File: src/rtl/board_ansi_streamer.sv
// Board-to-terminal streamer: snapshots the Game-of-Life board on start and
// emits one ANSI frame (cursor-home, one byte per cell, CR LF per row) over a
// byte-wide valid/ready stream. All outputs are registered.
module board_ansi_streamer #(
  parameter int unsigned WIDTH      = 8,
  parameter int unsigned HEIGHT     = 8,
  parameter logic [7:0]  ALIVE_CHAR = 8'h4F,
  parameter logic [7:0]  DEAD_CHAR  = 8'h20
) (
  input  logic                      clk,
  input  logic                      rst_n,
  input  logic                      start,
  input  logic [WIDTH*HEIGHT-1:0]   board,
  output logic                      busy,
  output logic                      done,
  output logic [7:0]                tx_data,
  output logic                      tx_valid,
  input  logic                      tx_ready
);

  localparam int unsigned NCells = WIDTH * HEIGHT;
  localparam int unsigned CW     = $clog2(WIDTH + 1);
  localparam int unsigned RW     = $clog2(HEIGHT);
  localparam int unsigned IW     = $clog2(NCells);

  localparam logic [CW-1:0] ColLast = CW'(WIDTH - 1);
  localparam logic [RW-1:0] RowLast = RW'(HEIGHT - 1);

  typedef enum logic [2:0] {StIdle, StHome, StCell, StCr, StLf} state_e;

  state_e            state_q;
  logic [NCells-1:0] snap_q;
  logic [CW-1:0]     col_q;
  logic [RW-1:0]     row_q;
  logic [IW-1:0]     idx_q;   // linear cell index, tracks row*WIDTH+col
  logic [1:0]        home_q;
  logic              xfer;
  logic [IW-1:0]     idx_nxt;

  function automatic logic [7:0] home_byte(input logic [1:0] i);
    case (i)
      2'd0:    return 8'h1B;
      2'd1:    return 8'h5B;
      2'd2:    return 8'h3B;
      default: return 8'h48;
    endcase
  endfunction

  function automatic logic [7:0] cell_char(input logic alive);
    return alive ? ALIVE_CHAR : DEAD_CHAR;
  endfunction

  // Transfer handshake and the index of the cell following the current one.
  assign xfer    = tx_valid & tx_ready;
  assign idx_nxt = idx_q + IW'(1);

  // Frame sequencer; tx_data is preloaded with the next byte on each transfer
  // so the stream runs without bubbles.
  always_ff @(posedge clk or negedge rst_n) begin
    if (!rst_n) begin
      state_q  <= StIdle;
      snap_q   <= '0;
      col_q    <= '0;
      row_q    <= '0;
      idx_q    <= '0;
      home_q   <= '0;
      busy     <= 1'b0;
      done     <= 1'b0;
      tx_valid <= 1'b0;
      tx_data  <= 8'h00;
    end else begin
      done <= 1'b0;
      unique case (state_q)
        StIdle: begin
          if (start) begin
            snap_q   <= board;
            state_q  <= StHome;
            home_q   <= 2'd0;
            busy     <= 1'b1;
            tx_valid <= 1'b1;
            tx_data  <= home_byte(2'd0);
          end
        end
        StHome: begin
          if (xfer) begin
            if (home_q == 2'd3) begin
              state_q <= StCell;
              row_q   <= '0;
              col_q   <= '0;
              idx_q   <= '0;
              tx_data <= cell_char(snap_q[0]);
            end else begin
              home_q  <= home_q + 2'd1;
              tx_data <= home_byte(home_q + 2'd1);
            end
          end
        end
        StCell: begin
          if (xfer) begin
            col_q <= col_q + CW'(1);
            idx_q <= idx_nxt;
            if (col_q == ColLast) begin
              state_q <= StCr;
              tx_data <= 8'h0D;
            end else begin
              tx_data <= cell_char(snap_q[idx_nxt]);
            end
          end
        end
        StCr: begin
          if (xfer) begin
            state_q <= StLf;
            tx_data <= 8'h0A;
          end
        end
        StLf: begin
          if (xfer) begin
            if (row_q == RowLast) begin
              state_q  <= StIdle;
              busy     <= 1'b0;
              done     <= 1'b1;
              tx_valid <= 1'b0;
              tx_data  <= 8'h00;
            end else begin
              // idx_q already points at the first cell of the next row.
              state_q <= StCell;
              row_q   <= row_q + RW'(1);
              col_q   <= '0;
              tx_data <= cell_char(snap_q[idx_q]);
            end
          end
        end
        default: state_q <= StIdle;
      endcase
    end
  end

endmodule
File: config.mk
export PLATFORM = sky130hd
export DESIGN_NAME = board_ansi_streamer
export DESIGN_NICKNAME = d
export VERILOG_FILES = /design/src/rtl/board_ansi_streamer.sv
export SDC_FILE = /design/constraint.sdc
export NUM_CORES = 1
export LEC_CHECK = 0
export CORE_UTILIZATION = 45
export CTS_BUF_LIST = sky130_fd_sc_hd__clkbuf_8
export CTS_CLUSTER_DIAMETER = 150
export DETAILED_ROUTE_END_ITERATION = 10
export PLACE_DENSITY = 0.68
export REMOVE_ABC_BUFFERS = 1
export SLEW_MARGIN = 20
export SYNTH_ARGS = -nofsm -noshare
export SYNTH_HDL_FRONTEND = slang
export SYNTH_SLANG_ARGS = --single-unit
File: constraint.sdc
create_clock -name clk -period 3.75 [get_ports clk]
set_clock_uncertainty 0.2 [all_clocks]
set_input_delay 0.5625 -clock clk [delete_from_list [all_inputs] [get_ports clk]]
set_output_delay 0.5625 -clock clk [all_outputs]
set_load 0.01 [all_outputs]
### Yosys cells after proc, flatten, opt, wreduce, memory -nomap -nowiden

Index checks and enable logic that the tools add are counted.

| cells by class | value |
|---|---|
| $add $sub $neg | 4 |
| magnitude comparators | 2 |
| equality and inequality tests | 19 |
| muxes and demuxes | 52 |
| bitwise operators | 1 |
| reductions and logical operators | 16 |

Operators by type and width:

| kind | count |
|---|---|
| two-way mux 7 bit | 6 |
| two-way mux 8 bit | 5 |
| case mux 8 bit (5 select lines) | 1 |
| two-way mux 3 bit | 11 |
| case mux 7 bit (3 select lines) | 1 |
| two-way mux 4 bit | 5 |
| inequality test 2 bit, second input constant | 10 |
| two-way mux 6 bit | 3 |
| case mux 3 bit (5 select lines) | 1 |
| < comparator 6 x 7 -> 1 bit, second input constant | 2 |
| binary-select mux 1 bit (select 6 bit) | 2 |
| case mux 4 bit (3 select lines) | 1 |
| case mux 6 bit (2 select lines) | 1 |
| AND reduction 4 bit | 3 |
| AND reduction 6 bit | 2 |
| two-way mux 1 bit | 8 |
| two-way mux 2 bit | 4 |
| nonzero test 2 bit | 4 |
| AND reduction 7 bit | 1 |
| adder 6 x 1 -> 6 bit, second input constant | 1 |
| equality test 3 x 2 -> 1 bit, second input constant | 2 |
| equality test 3 bit, second input constant | 2 |
| case mux 3 bit (2 select lines) | 1 |
| AND reduction 5 bit | 1 |
| 15 further kinds | 16 |

| storage, ports and cells | value |
|---|---|
| bits in registers | 92 |
| bits of input ports | 68 |

### Depth between registers and ports, before layout

| logic depth | value |
|---|---|
| depth in word-level cells | 7 |
| mapped depth | 9 |
| mapped depth without buffers | 9 |

### Worst setup path before layout

OpenSTA, ideal clock, no wires.

| timing | value |
|---|---|
| path kind | flip-flop to flip-flop |
| from | reg idx_q[0] |
| to | reg tx_data[3] |
| arrival time | 2530 ps |
| data required time | 3424 ps |
| path slack | 894 ps |
| stages on the path, launching flop included | 9 |
| buffers on the path | 2 |
| period minus slack after synthesis | 2856 ps |
| cells stage by stage | dfrtp_1 > ha_1 > buf_6 > buf_12 > mux4_2 > mux4_2 > a22oi_4 > a21oi_1 > o32a_1 |

| on the way | value |
|---|---|
| longest elaborated chain between the ends | 7 |
| elaborated cells on any way between the ends | 12 |
| those cells by class | add/sub: 1; mux: 11 |

RTL lines:

| what | line | RTL |
|---|---|---|
| start, declared | 35 | `logic [IW-1:0] idx_q;` |
| start signal, assigned | 101 | `idx_q <= idx_nxt;` |
| adder 6 x 1 -> 6 bit | 55 | `assign idx_nxt = idx_q + IW'(1);` |
| binary-select mux 1 bit (select 6 bit) | 106 | `tx_data <= cell_char(snap_q[idx_nxt]);` |
| two-way mux 1 bit (implied by the code) | 106 |  |
| two-way mux 7 bit | 50 | `return alive ? ALIVE_CHAR : DEAD_CHAR;` |
| two-way mux 7 bit | 102 | `if (col_q == ColLast) begin` |
| two-way mux 8 bit | 99 | `if (xfer) begin` |
| case mux 8 bit (5 select lines) * | 73 | `unique case (state_q)` |
| end signal, assigned | 81 | `tx_data <= home_byte(2'd0);` |
| end signal, assigned | 94 | `tx_data <= home_byte(home_q + 2'd1);` |
| end signal, assigned | 106 |  |
| end, declared | 16 | `output logic [7:0] tx_data,` |

Every way passes the cells marked *; elsewhere a longest branch is shown, timed or not. The select of a mux whose other input is x is not followed.
A chain may end at the register's enable or synchronous reset.

### Worst setup path after layout

| timing | value |
|---|---|
| from | reg idx_q[0] |
| to | reg tx_data[0] |

Same word-level chain as after synthesis.

==> impl_metrics.env <==
export IMPL_clk_transition_reported_paths_ps=90
export IMPL_num_vias=3577
export IMPL_wl_mm=11.17
export IMPL_fin_crit_sh=0.8707
export IMPL_cp_endpoint="tx_data[0]$_DFFE_PN0P_"
export IMPL_r2r_setup_slack_ps=480
export IMPL_finalInstanceArea_sq_um=6183
export IMPL_grt_util_all_layers=0.2035
export IMPL_fmax_mhz=306.3
export IMPL_layout_setup_ws_ps=484.8
export IMPL_syn_area_sq_um=5161
export IMPL_leakagePower_uw=0.002814
export IMPL_crit_buf_inv=1
export IMPL_root_buffer="clkbuf_8"
export IMPL_syn_instance_count=401
export IMPL_synth_edff_count=0
export IMPL_cpPeakStageDelay_ps=580
export IMPL_r2r_end="tx_data[0]$_DFFE_PN0P_"
export IMPL_die_w_microns=109.1
export IMPL_overflow=0
export IMPL_start_kind="flop"
export IMPL_cts_resized=0
export IMPL_drtIter0Drc=175
export IMPL_reg2reg_depth=7
export IMPL_cts_tree="done"
export IMPL_clock_latency_ps=370
export IMPL_nets=547
export IMPL_h_tree_depth=3
export IMPL_holdBufCountCts=0
export IMPL_hold_violations=0
export IMPL_clock_sinks=91
export IMPL_start_util=0.4699
export IMPL_ys_async_sr_fraction=1.000
export IMPL_ys_seq_area_frac=0.4412
export IMPL_area_delta_synth_final_pct=19.81
export IMPL_vias_per_cell=5.797
export IMPL_maxSlewViolCount=0
export IMPL_hold_path_class="in2async"
export IMPL_ys_flop_type="dfrtp_1"
export IMPL_cts_setup_buffers=0
export IMPL_cp_slowest_cell="mux4_1"
export IMPL_synth_area_leaders="dfrtp_1 (44%), mux2_2 (15%), mux4_1 (8.7%), mux4_2 (6.1%), mux2i_1 (2.5%)"
export IMPL_status="complete, no violations"
export IMPL_grt_pass1_vias=3668
export IMPL_grt_pass1_wl_mm=18.57
export IMPL_setup_viol=0
export IMPL_synth_largest_type_area_fraction=0.4412
export IMPL_gp_congestion=0.8383
export IMPL_rsz0062_at_grt="false"
export IMPL_placementRows=38
export IMPL_cp_arrival_ps=3320
export IMPL_port_buffers=77
export IMPL_cp_end_kind="flop"
export IMPL_layout_drive_gt1_share=0.2579
export IMPL_coreArea_sq_um=10980
export IMPL_boundaryPins=79
export IMPL_cp_depth=7
export IMPL_placed_area_sq_um=5998
export IMPL_slew_headroom=0.4753
export IMPL_synth_distinct_cells=58
export IMPL_top_usage_layer="met2"
export IMPL_worstSetupPathType="reg2reg"
export IMPL_period_minus_slack_ps=3265
export IMPL_dp_slack_ps=490.7
export IMPL_gr_usage_met1=0.2690
export IMPL_dieArea_sq_um=11900
export IMPL_clk_path_buf_depth=2
export IMPL_antennaDiodeCount=0
export IMPL_drtPass1Iterations=4
export IMPL_crit_path_start="idx_q[0]$_DFFE_PN0P_"
export IMPL_holdWs_ps=75.31
export IMPL_numCtsBuffers=9
export IMPL_grt_max_degree=63
export IMPL_cp_required_ps=3800
export IMPL_fin_setup_tns_ps=0
export IMPL_grt_util_met2=0.3428
export IMPL_antenna_found_initial=0
export IMPL_grt_use_met3=0.04842
export IMPL_ir_drop_mv=0.2355
export IMPL_synth_area_leader_cell="dfrtp_1"
export IMPL_drcViolationCount=0
export IMPL_die_h_microns=109.1
export IMPL_power_density_nw_per_um2=278.4
export IMPL_power_uw=1721
export IMPL_regToRegStartpoint="idx_q[0]$_DFFE_PN0P_"
export IMPL_ant_nets=0
export IMPL_cap_violations=0
export IMPL_synth_warnings=0
export IMPL_routedWlPerCell_microns=18.10
export IMPL_avgSynthCellArea_sq_um=12.87
export IMPL_worstMarginPinSlew_ps=787.0
export IMPL_hpwl_mm=8.190
export IMPL_crit_chain="ha_1, buf_4, mux4_1, mux4_2, a22oi_4, a31oi_1, o32a_1"
export IMPL_ys_seq_elements=91
export IMPL_crit_family="multiplexers"
export IMPL_critPathMaxFanout=10
[worst reg2reg max path, delay by kind of cell (launching register included)]
kind | cells | cell delay (ps)
DFF | 1 | 410
adders and majority gates | 1 | 520
buffers and inverters | 1 | 300
AOI/OAI and AO/OA | 3 | 630
muxes | 2 | 1080
[cells by family after synthesis]
family | Yosys count | synth area share
other | 1 | 0.0007266
muxes | 115 | 0.3278
xor gates and xnor gates | 4 | 0.008244
adders and majority gates | 7 | 0.01697
AOI/OAI and AO/OA | 63 | 0.08170
DFF | 91 | 0.4412
and+or+nand+nor | 88 | 0.08436
buffers and inverters | 32 | 0.03903
[through the flow]
| step | utilization | std cells |
|---|---|---|
| after detailed placement | 0.5461 | 601 |
| after global routing | 0.5630 | 617 |
| after global placement | 0.5461 | 601 |
| after CTS | 0.5630 | 617 |
| final | 0.5630 | 617 |
| after floorplan | - | 376 |
[how the worst min path moves through the flow]
stage,from,to,slack [ps],cells after the start
after CTS,rst_n,snap_q[40]$_DFFE_PN0P_,100,1
after global placement,row_q[2]$_DFFE_PN0P_,row_q[2]$_DFFE_PN0P_,270,2
after floorplan,rst_n,col_q[0]$_DFFE_PN0P_,70,0
after detailed placement,row_q[1]$_DFFE_PN0P_,row_q[1]$_DFFE_PN0P_,300,2
after global routing,rst_n,snap_q[41]$_DFFE_PN0P_,120,1
final,rst_n,snap_q[33]$_DFFE_PN0P_,80,1
[cell usage in the layout (no fill, tap or decap), drive strengths merged, types with 4 or more instances in the layout]
master / Yosys / routed
dfrtp: 91 / 91
clkdlybuf4s50: 0 / 76
mux2: 71 / 71
nand2: 32 / 32
mux4: 31 / 31
o21ai: 26 / 26
nor2: 20 / 20
mux2i: 13 / 13
a21oi: 13 / 13
inv: 7 / 12
clkbuf: 14 / 9
buf: 10 / 9
nand3: 8 / 8
ha: 7 / 7
nand2b: 4 / 4
and2: 4 / 4
[metal layers]
layer	vias to the layer above	share of wire
met1	1818	0.44
li1	1657	-
met2	93	0.51
met4	0	0.0063
met5	-	0
met3	9	0.044
[power by group]
group | internal [uW] | leakage, uW | total, uW | switching, uW
registers | 980 | 0.00127 | 980 | 0
clock network | 255 | 0.0000994 | 647 | 392
logic | 62.5 | 0.00145 | 93.9 | 31.4
total | 1300 | 0.00281 | 1720 | 423
[layout make-up]
type / instances / area, sq um
Clock buffer: 9 / 123.9
Sequential cell: 91 / 2278
Fill cell: 892 / 4800
Tap cell: 140 / 175.2
Timing Repair Buffer: 85 / 828.3
Multi-Input combinational cell: 278 / 2690
Clock inverter: 7 / 61.31
Inverter: 7 / 26.28
[synth_stat cells (4+ instances only)]
| master | instances |
|---|---|
| mux2i_1 | 13 |
| nand2b_1 | 4 |
| inv_1 | 7 |
| clkbuf_1 | 11 |
| o21ai_0 | 25 |
| mux2_2 | 71 |
| ha_1 | 7 |
| a21oi_1 | 12 |
| mux4_1 | 17 |
| nor2_1 | 20 |
| dfrtp_1 | 91 |
| mux4_2 | 14 |
| nand3_1 | 7 |
| nand2_1 | 32 |
[sequential cells by signal (all words and copies together) (netlist names)]
name	cells
tx_data	7
row_q	3
col_q	4
tx_valid	1
idx_q	6
state_q	3
home_q	2
done	1
snap_q	64
(Power assumes the default switching activity.)
